==> src/rtl/quire_acc_pkg.sv <==
// Shared quire sizing helpers and flag bundle for the posit exact-dot-product path.
package quire_acc_pkg;

    typedef struct packed {
        logic nar;
        logic ovf;
        logic sign;
        logic zero;
    } quire_flags_t;

    function automatic int quire_size(input int n, input int es, input int log_nb);
        return ((32'sd1 <<< (es + 32'sd2)) * (n - 32'sd2)) + 32'sd1 + log_nb;
    endfunction

    // Bit position of weight 2^0 inside the quire.
    function automatic int quire_bpp(input int n, input int es);
        return ((32'sd1 <<< (es + 32'sd2)) * (n - 32'sd2)) / 32'sd2;
    endfunction

    function automatic int prod_frac_width(input int n, input int es);
        return 32'sd2 * (n - es - 32'sd2);
    endfunction

    function automatic int prod_scale_width(input int n, input int es);
        return es + 32'sd2 + $clog2(n);
    endfunction

endpackage

==> src/rtl/quire_align.sv <==
// Registered signed barrel shifter placing a product magnitude at its quire position.
module quire_align
    import quire_acc_pkg::*;
#(
    parameter int FRAC_WIDTH  = 10,
    parameter int SCALE_WIDTH = 6,
    parameter int QUIRE_SIZE  = 59,
    parameter int BPP         = 24
) (
    input  logic                   clk,
    input  logic                   rst,
    input  logic                   en,
    input  logic [FRAC_WIDTH-1:0]  fraction,
    input  logic [SCALE_WIDTH-1:0] scale,
    output logic [QUIRE_SIZE-1:0]  aligned
);

    localparam int SH_W = SCALE_WIDTH + $clog2(QUIRE_SIZE) + 2;
    localparam logic [SH_W-1:0] OFFSET = SH_W'(BPP - (FRAC_WIDTH - 32'sd2));

    logic [SH_W-1:0]       scale_ext_s;
    logic [SH_W-1:0]       sh_s;
    logic [SH_W-1:0]       sh_mag_s;
    logic                  sh_neg_s;
    logic [QUIRE_SIZE-1:0] frac_ext_s;
    logic [QUIRE_SIZE-1:0] shifted_s;
    logic [QUIRE_SIZE-1:0] aligned_r;

    // Shift distance in two's complement; negative distances shift right and truncate.
    always_comb begin
        scale_ext_s = {{(SH_W-SCALE_WIDTH){scale[SCALE_WIDTH-1]}}, scale};
        sh_s        = scale_ext_s + OFFSET;
        sh_neg_s    = sh_s[SH_W-1];
        sh_mag_s    = sh_neg_s ? ((~sh_s) + {{(SH_W-1){1'b0}}, 1'b1}) : sh_s;
        frac_ext_s  = {{(QUIRE_SIZE-FRAC_WIDTH){1'b0}}, fraction};
        shifted_s   = sh_neg_s ? (frac_ext_s >> sh_mag_s) : (frac_ext_s << sh_mag_s);
    end

    // Aligned-product register, loaded only on an accepted beat.
    always_ff @(posedge clk or posedge rst) begin
        if (rst) begin
            aligned_r <= {QUIRE_SIZE{1'b0}};
        end else if (en) begin
            aligned_r <= shifted_s;
        end
    end

    assign aligned = aligned_r;

endmodule

==> src/rtl/quire_acc.sv <==
// Quire accumulator: aligns decoded posit products and sums them exactly per sow/eow window.
module quire_acc
    import quire_acc_pkg::*;
#(
    parameter int POSIT_WIDTH   = 8,
    parameter int ES            = 1,
    parameter int LOG_NB_ACCUM  = 10,
    parameter int FRAC_WIDTH    = prod_frac_width(POSIT_WIDTH, ES),
    parameter int SCALE_WIDTH   = prod_scale_width(POSIT_WIDTH, ES),
    parameter int EMIT_EOW_ONLY = 0,
    localparam int QUIRE_SIZE   = quire_size(POSIT_WIDTH, ES, LOG_NB_ACCUM)
) (
    input  logic                   clk,
    input  logic                   rst,
    input  logic                   rts_i,
    output logic                   rtr_o,
    input  logic                   sow_i,
    input  logic                   eow_i,
    input  logic [FRAC_WIDTH-1:0]  fraction_i,
    input  logic [SCALE_WIDTH-1:0] scale_i,
    input  logic                   sign_i,
    input  logic                   zero_i,
    input  logic                   NaR_i,
    input  logic                   rtr_i,
    output logic                   rts_o,
    output logic                   sow_o,
    output logic                   eow_o,
    output logic [QUIRE_SIZE-1:0]  data_o,
    output logic                   sign_o,
    output logic                   zero_o,
    output logic                   NaR_o,
    output logic                   ovf_o
);

    localparam int BPP = quire_bpp(POSIT_WIDTH, ES);
    localparam int QM  = QUIRE_SIZE - 1;

    logic                  process_en_s, accept_s, rtr_r;
    logic                  s1_valid_r, s1_sow_r, s1_eow_r, s1_sign_r, s1_zero_r, s1_nar_r;
    logic [QUIRE_SIZE-1:0] aligned_s, quire_r, base_s, quire_next_s;
    logic [QUIRE_SIZE:0]   base_ext_s, addend_ext_s, sum_ext_s;
    logic                  nar_r, ovf_r, nar_next_s, ovf_next_s;
    logic                  rts_r, sow_r, eow_r;
    quire_flags_t          flags_s;

    assign process_en_s = rtr_i | ~rts_r;
    assign accept_s     = rts_i & rtr_r & process_en_s;

    // Upstream ready is the previous cycle's pipeline enable.
    always_ff @(posedge clk or posedge rst) begin
        if (rst) begin
            rtr_r <= 1'b0;
        end else begin
            rtr_r <= process_en_s;
        end
    end

    quire_align #(
        .FRAC_WIDTH (FRAC_WIDTH),
        .SCALE_WIDTH(SCALE_WIDTH),
        .QUIRE_SIZE (QUIRE_SIZE),
        .BPP        (BPP)
    ) u_align (
        .clk     (clk),
        .rst     (rst),
        .en      (accept_s),
        .fraction(fraction_i),
        .scale   (scale_i),
        .aligned (aligned_s)
    );

    // Stage 1 side-band flags travel with the aligned product.
    always_ff @(posedge clk or posedge rst) begin
        if (rst) begin
            s1_valid_r <= 1'b0;
            s1_sow_r   <= 1'b0;
            s1_eow_r   <= 1'b0;
            s1_sign_r  <= 1'b0;
            s1_zero_r  <= 1'b0;
            s1_nar_r   <= 1'b0;
        end else if (process_en_s) begin
            s1_valid_r <= accept_s;
            if (accept_s) begin
                s1_sow_r  <= sow_i;
                s1_eow_r  <= eow_i;
                s1_sign_r <= sign_i;
                s1_zero_r <= zero_i;
                s1_nar_r  <= NaR_i;
            end
        end
    end

    // Next quire value; one extra MSB exposes signed overflow, and NaR freezes the sum.
    always_comb begin
        base_s       = s1_sow_r ? {QUIRE_SIZE{1'b0}} : quire_r;
        nar_next_s   = (s1_sow_r ? 1'b0 : nar_r) | s1_nar_r;
        ovf_next_s   = s1_sow_r ? 1'b0 : ovf_r;
        base_ext_s   = {base_s[QM], base_s};
        addend_ext_s = {1'b0, aligned_s};
        sum_ext_s    = s1_sign_r ? (base_ext_s - addend_ext_s) : (base_ext_s + addend_ext_s);
        if (nar_next_s) begin
            quire_next_s = base_s;
        end else if (s1_zero_r) begin
            quire_next_s = base_s;
        end else begin
            quire_next_s = sum_ext_s[QM:0];
            ovf_next_s   = ovf_next_s | (sum_ext_s[QUIRE_SIZE] ^ sum_ext_s[QM]);
        end
    end

    // Stage 2 accumulator and output beat registers.
    always_ff @(posedge clk or posedge rst) begin
        if (rst) begin
            quire_r <= {QUIRE_SIZE{1'b0}};
            nar_r   <= 1'b0;
            ovf_r   <= 1'b0;
            sow_r   <= 1'b0;
            eow_r   <= 1'b0;
            rts_r   <= 1'b0;
        end else if (process_en_s) begin
            if (s1_valid_r) begin
                quire_r <= quire_next_s;
                nar_r   <= nar_next_s;
                ovf_r   <= ovf_next_s;
                sow_r   <= s1_sow_r;
                eow_r   <= s1_eow_r;
                rts_r   <= (EMIT_EOW_ONLY != 0) ? s1_eow_r : 1'b1;
            end else begin
                rts_r   <= 1'b0;
            end
        end
    end

    always_comb begin
        flags_s.nar  = nar_r;
        flags_s.ovf  = ovf_r;
        flags_s.sign = quire_r[QM];
        flags_s.zero = ~|quire_r;
    end

    assign rtr_o  = rtr_r;
    assign rts_o  = rts_r;
    assign sow_o  = sow_r;
    assign eow_o  = eow_r;
    assign data_o = quire_r;
    assign sign_o = flags_s.sign;
    assign zero_o = flags_s.zero;
    assign NaR_o  = flags_s.nar;
    assign ovf_o  = flags_s.ovf;

endmodule
==> config.mk <==
export PLATFORM = sky130hd
export DESIGN_NAME = quire_acc
export DESIGN_NICKNAME = d
export VERILOG_FILES = /design/src/rtl/quire_acc_pkg.sv /design/src/rtl/quire_align.sv /design/src/rtl/quire_acc.sv
export SDC_FILE = /design/constraint.sdc
export NUM_CORES = 1
export LEC_CHECK = 0
export BUFFER_PORTS_ARGS = -buffer_cell sky130_fd_sc_hd__buf_4
export CORE_ASPECT_RATIO = 0.9
export CORE_MARGIN = 8
export CORE_UTILIZATION = 25
export DETAILED_ROUTE_END_ITERATION = 12
export GPL_TIMING_DRIVEN = 0
export PLACE_DENSITY_LB_ADDON = 0.2
export SETUP_SLACK_MARGIN = 0.2
export SYNTH_ARGS = -nofsm -noshare
export SYNTH_HDL_FRONTEND = slang
export SYNTH_SLANG_ARGS = --single-unit
==> constraint.sdc <==
create_clock -name clk -period 11.48 [get_ports clk]
set_clock_uncertainty 0.05 [all_clocks]
set_input_delay 1.148 -clock clk [delete_from_list [all_inputs] [get_ports clk]]
set_output_delay 1.148 -clock clk [all_outputs]
set_load 0.05 [all_outputs]
==> results.sh <==
export IMPL_hp_class="flop to flop"
export IMPL_clockBufferDepth=2
export IMPL_hold_slack_ns=0.442
export IMPL_n_fill_cell=4768
export IMPL_ios=92
export IMPL_n_antenna_cell=0
export IMPL_cts_setup_buffers=0
export IMPL_multiInputGateArea_um2=7510
export IMPL_crit_required_ns=11.71
export IMPL_cts_buffers=17
export IMPL_min_to="sow_o"
export IMPL_drv_slew=0
export IMPL_period_minus_slack_ns=6.38
export IMPL_tightest_slew_ns=1.07
export IMPL_dieArea_um2=51800
export IMPL_final_common_cell="nand2_1"
export IMPL_area_delta_synth_final_pct=18.4
export IMPL_die_width_um=239
export IMPL_grt_pass1_vias=10616
export IMPL_critPathKind="flop to flop"
export IMPL_finalWirelength_mm=41.3
export IMPL_numPortBuffers=90
export IMPL_worst_r2r_endpoint="ovf_o"
export IMPL_synth_avg_cell_area_um2=8.10
export IMPL_synth_flop_cell="dfrtp_1"
export IMPL_rsz0062_at_grt="false"
export IMPL_cts_tree="built"
export IMPL_placed_area_um2=12700
export IMPL_timing_rr_start="u_align.aligned[0]"
export IMPL_syn_inst=1380
export IMPL_vias=10901
export IMPL_fin_crit_sh_pct=55.6
export IMPL_fmax_mhz=157
export IMPL_r2r_worst_path_cells=21
export IMPL_setup_viol=0
export IMPL_min_delay_path_depth=2
export IMPL_powerDensity_nw_per_um2=274
export IMPL_tns_ns=0
export IMPL_crit_path_start_kind="flop"
export IMPL_yosysTopAreaCell="dfrtp_1"
export IMPL_p_leak_nw=5.68
export IMPL_synth_distinct_cells=87
export IMPL_drt_iter0_drc=724
export IMPL_grtUsageTotal_pct=15.7
export IMPL_hp_start="sow_o"
export IMPL_critPathCaptureType="flop"
export IMPL_hold_violations=0
export IMPL_p_total_w=0.00363
export IMPL_antenna_found_initial=0
export IMPL_grt_max_degree=89
export IMPL_cts_resized=0
export IMPL_hpwl_mm=33.0
export IMPL_place_congestion=0.904
export IMPL_wl_per_cell_um=19.6
export IMPL_drc_errors=0
export IMPL_antenna_left=0
export IMPL_stdcell_count=2104
export IMPL_synth_net_count=1470
export IMPL_drive_gt1_share_pct=11.3
export IMPL_finalInstanceArea_um2=13200
export IMPL_synthesis_area_um2=11200
export IMPL_grt_first_pass_wirelength_mm=63.9
export IMPL_synth_seq_area_share_pct=29.1
export IMPL_hold_buffers=0
export IMPL_postSynthRegisterBits=130
export IMPL_ys_async_sr_fraction_pct=100
export IMPL_maxCapViolations=0
export IMPL_peakVddDrop_uv=96.4
export IMPL_core_area_um2=44100
export IMPL_ff2ff_setup_slack_ns=5.10
export IMPL_initial_core_util_pct=25.3
export IMPL_critPathArrivalTime_ns=6.61
export IMPL_worst_path_max_fanout=7
export IMPL_clkTransAtPathRegs_ns=0.06
export IMPL_synth_area_leaders="dfrtp_1 29%, xnor2_1 7.4%, ha_1 7.2%"
export IMPL_nets=1581
export IMPL_vias_per_cell=5.18
export IMPL_cts_root_buffer="clkbuf_16"
export IMPL_relSlewSlack_pct=28.1
export IMPL_drtPass1Iterations=5
export IMPL_mostFrequentLayoutCells="145 x nand2_1, 130 x dfrtp_1, 120 x a21oi_1, 110 x o21ai_0, 102 x nor2_1"
export IMPL_outcome="complete, no violations"
export IMPL_synth_top_area_share_pct=29.1
export IMPL_num_rows=73
export IMPL_seqCellArea_um2=3250
export IMPL_cts_sinks=130
export IMPL_cts_htree_levels=4
export IMPL_synth_edff_count=0
export IMPL_dpl_cell_count=2072
export IMPL_overflow=0
export IMPL_die_y_um=217
export IMPL_synth_warnings=0
export IMPL_insertion_delay_ns=0.43
[final cells by class]
type                       instances  share of cell area [%]
inverter                          37                    1.09
sequential                       130                    24.6
clock buffer                      18                    3.24
tap                              600                    5.67
buffer                            73                    2.16
multi-input combinational       1140                    56.7
timing repair buffer              92                    5.37
clock inverter                    14                    1.16
[layer usage]
layer	vias up	track usage (%)	share of wire, %
li1	5274	-	-
met1	5332	22.2	49
met2	254	24.6	45
met3	41	2.04	3.9
met4	0	4.78	2.5
met5	-	0	0
[worst max path at each step]
stage / from / depth (start not counted) / slack [ns] / endpoint
2_1_floorplan: u_align.aligned[0] / 21 / 6.54 / data_o[56]
3_3_place_gp: rst / 2 / 5.07 / data_o[37]
3_5_place_dp: u_align.aligned[1] / 21 / 5.09 / ovf_o
4_1_cts: u_align.aligned[0] / 21 / 5.07 / ovf_o
5_1_grt: u_align.aligned[0] / 21 / 4.68 / ovf_o
6_report: u_align.aligned[0] / 21 / 5.10 / ovf_o
[synthesized netlist by cell type (26+ instances only)]
cell type,number
nor2b_1,72
nor3_1,31
nor4_1,26
ha_1,64
clkbuf_1,62
xnor2_1,94
nand2_1,145
o21ai_0,110
dfrtp_1,130
a22o_1,50
inv_1,37
nor2_1,102
nand3_1,27
a21oi_1,120
[critical path: stages, from the launching register on]
cell and delay, ns:
dfrtp_1 0.41, inv_1 0.10, ha_1 0.20, or4b_1 0.53, nor4b_2 0.41, and2_1 0.23
and2b_1 0.21, and3_2 0.25, a21oi_1 0.09, xnor2_1 0.18, ha_1 0.29, clkbuf_1 0.28
nand4_1 0.16, or2_0 0.24, or4_1 0.56, a211oi_1 0.26, o311ai_1 0.28, a21oi_1 0.48
a41oi_1 0.22, xnor2_1 0.28, xor2_1 0.41, o21ai_1 0.10
[power breakdown]
part	switching, W	leakage [nW]	internal (W)
sequential	0.000165	1.73	0.000580
clock	0.000238	0.278	0.000323
combinational	0.00150	3.67	0.000822
[cells by family after synthesis]
group                    count (synthesis)  share of synthesized area, %
AO/OA/AOI/OAI                          431                          24.8
XOR/XNOR                               116                          9.09
adder cells (fa/ha/maj)                 65                          7.34
buffers and inverters                  110                          3.80
flip-flops                             130                          29.1
multiplexers                            28                          3.28
AND/OR/NAND/NOR                        500                          22.6
[stage by stage]
step	setup slack, ns	utilization, %
2_1_floorplan	6.54	-
3_3_place_gp	5.07	28.6
3_5_place_dp	5.09	28.7
4_1_cts	5.07	30.0
5_1_grt	4.68	30.0
6_report	5.10	30.0
No activity file was read; power rests on OpenSTA's default activity.
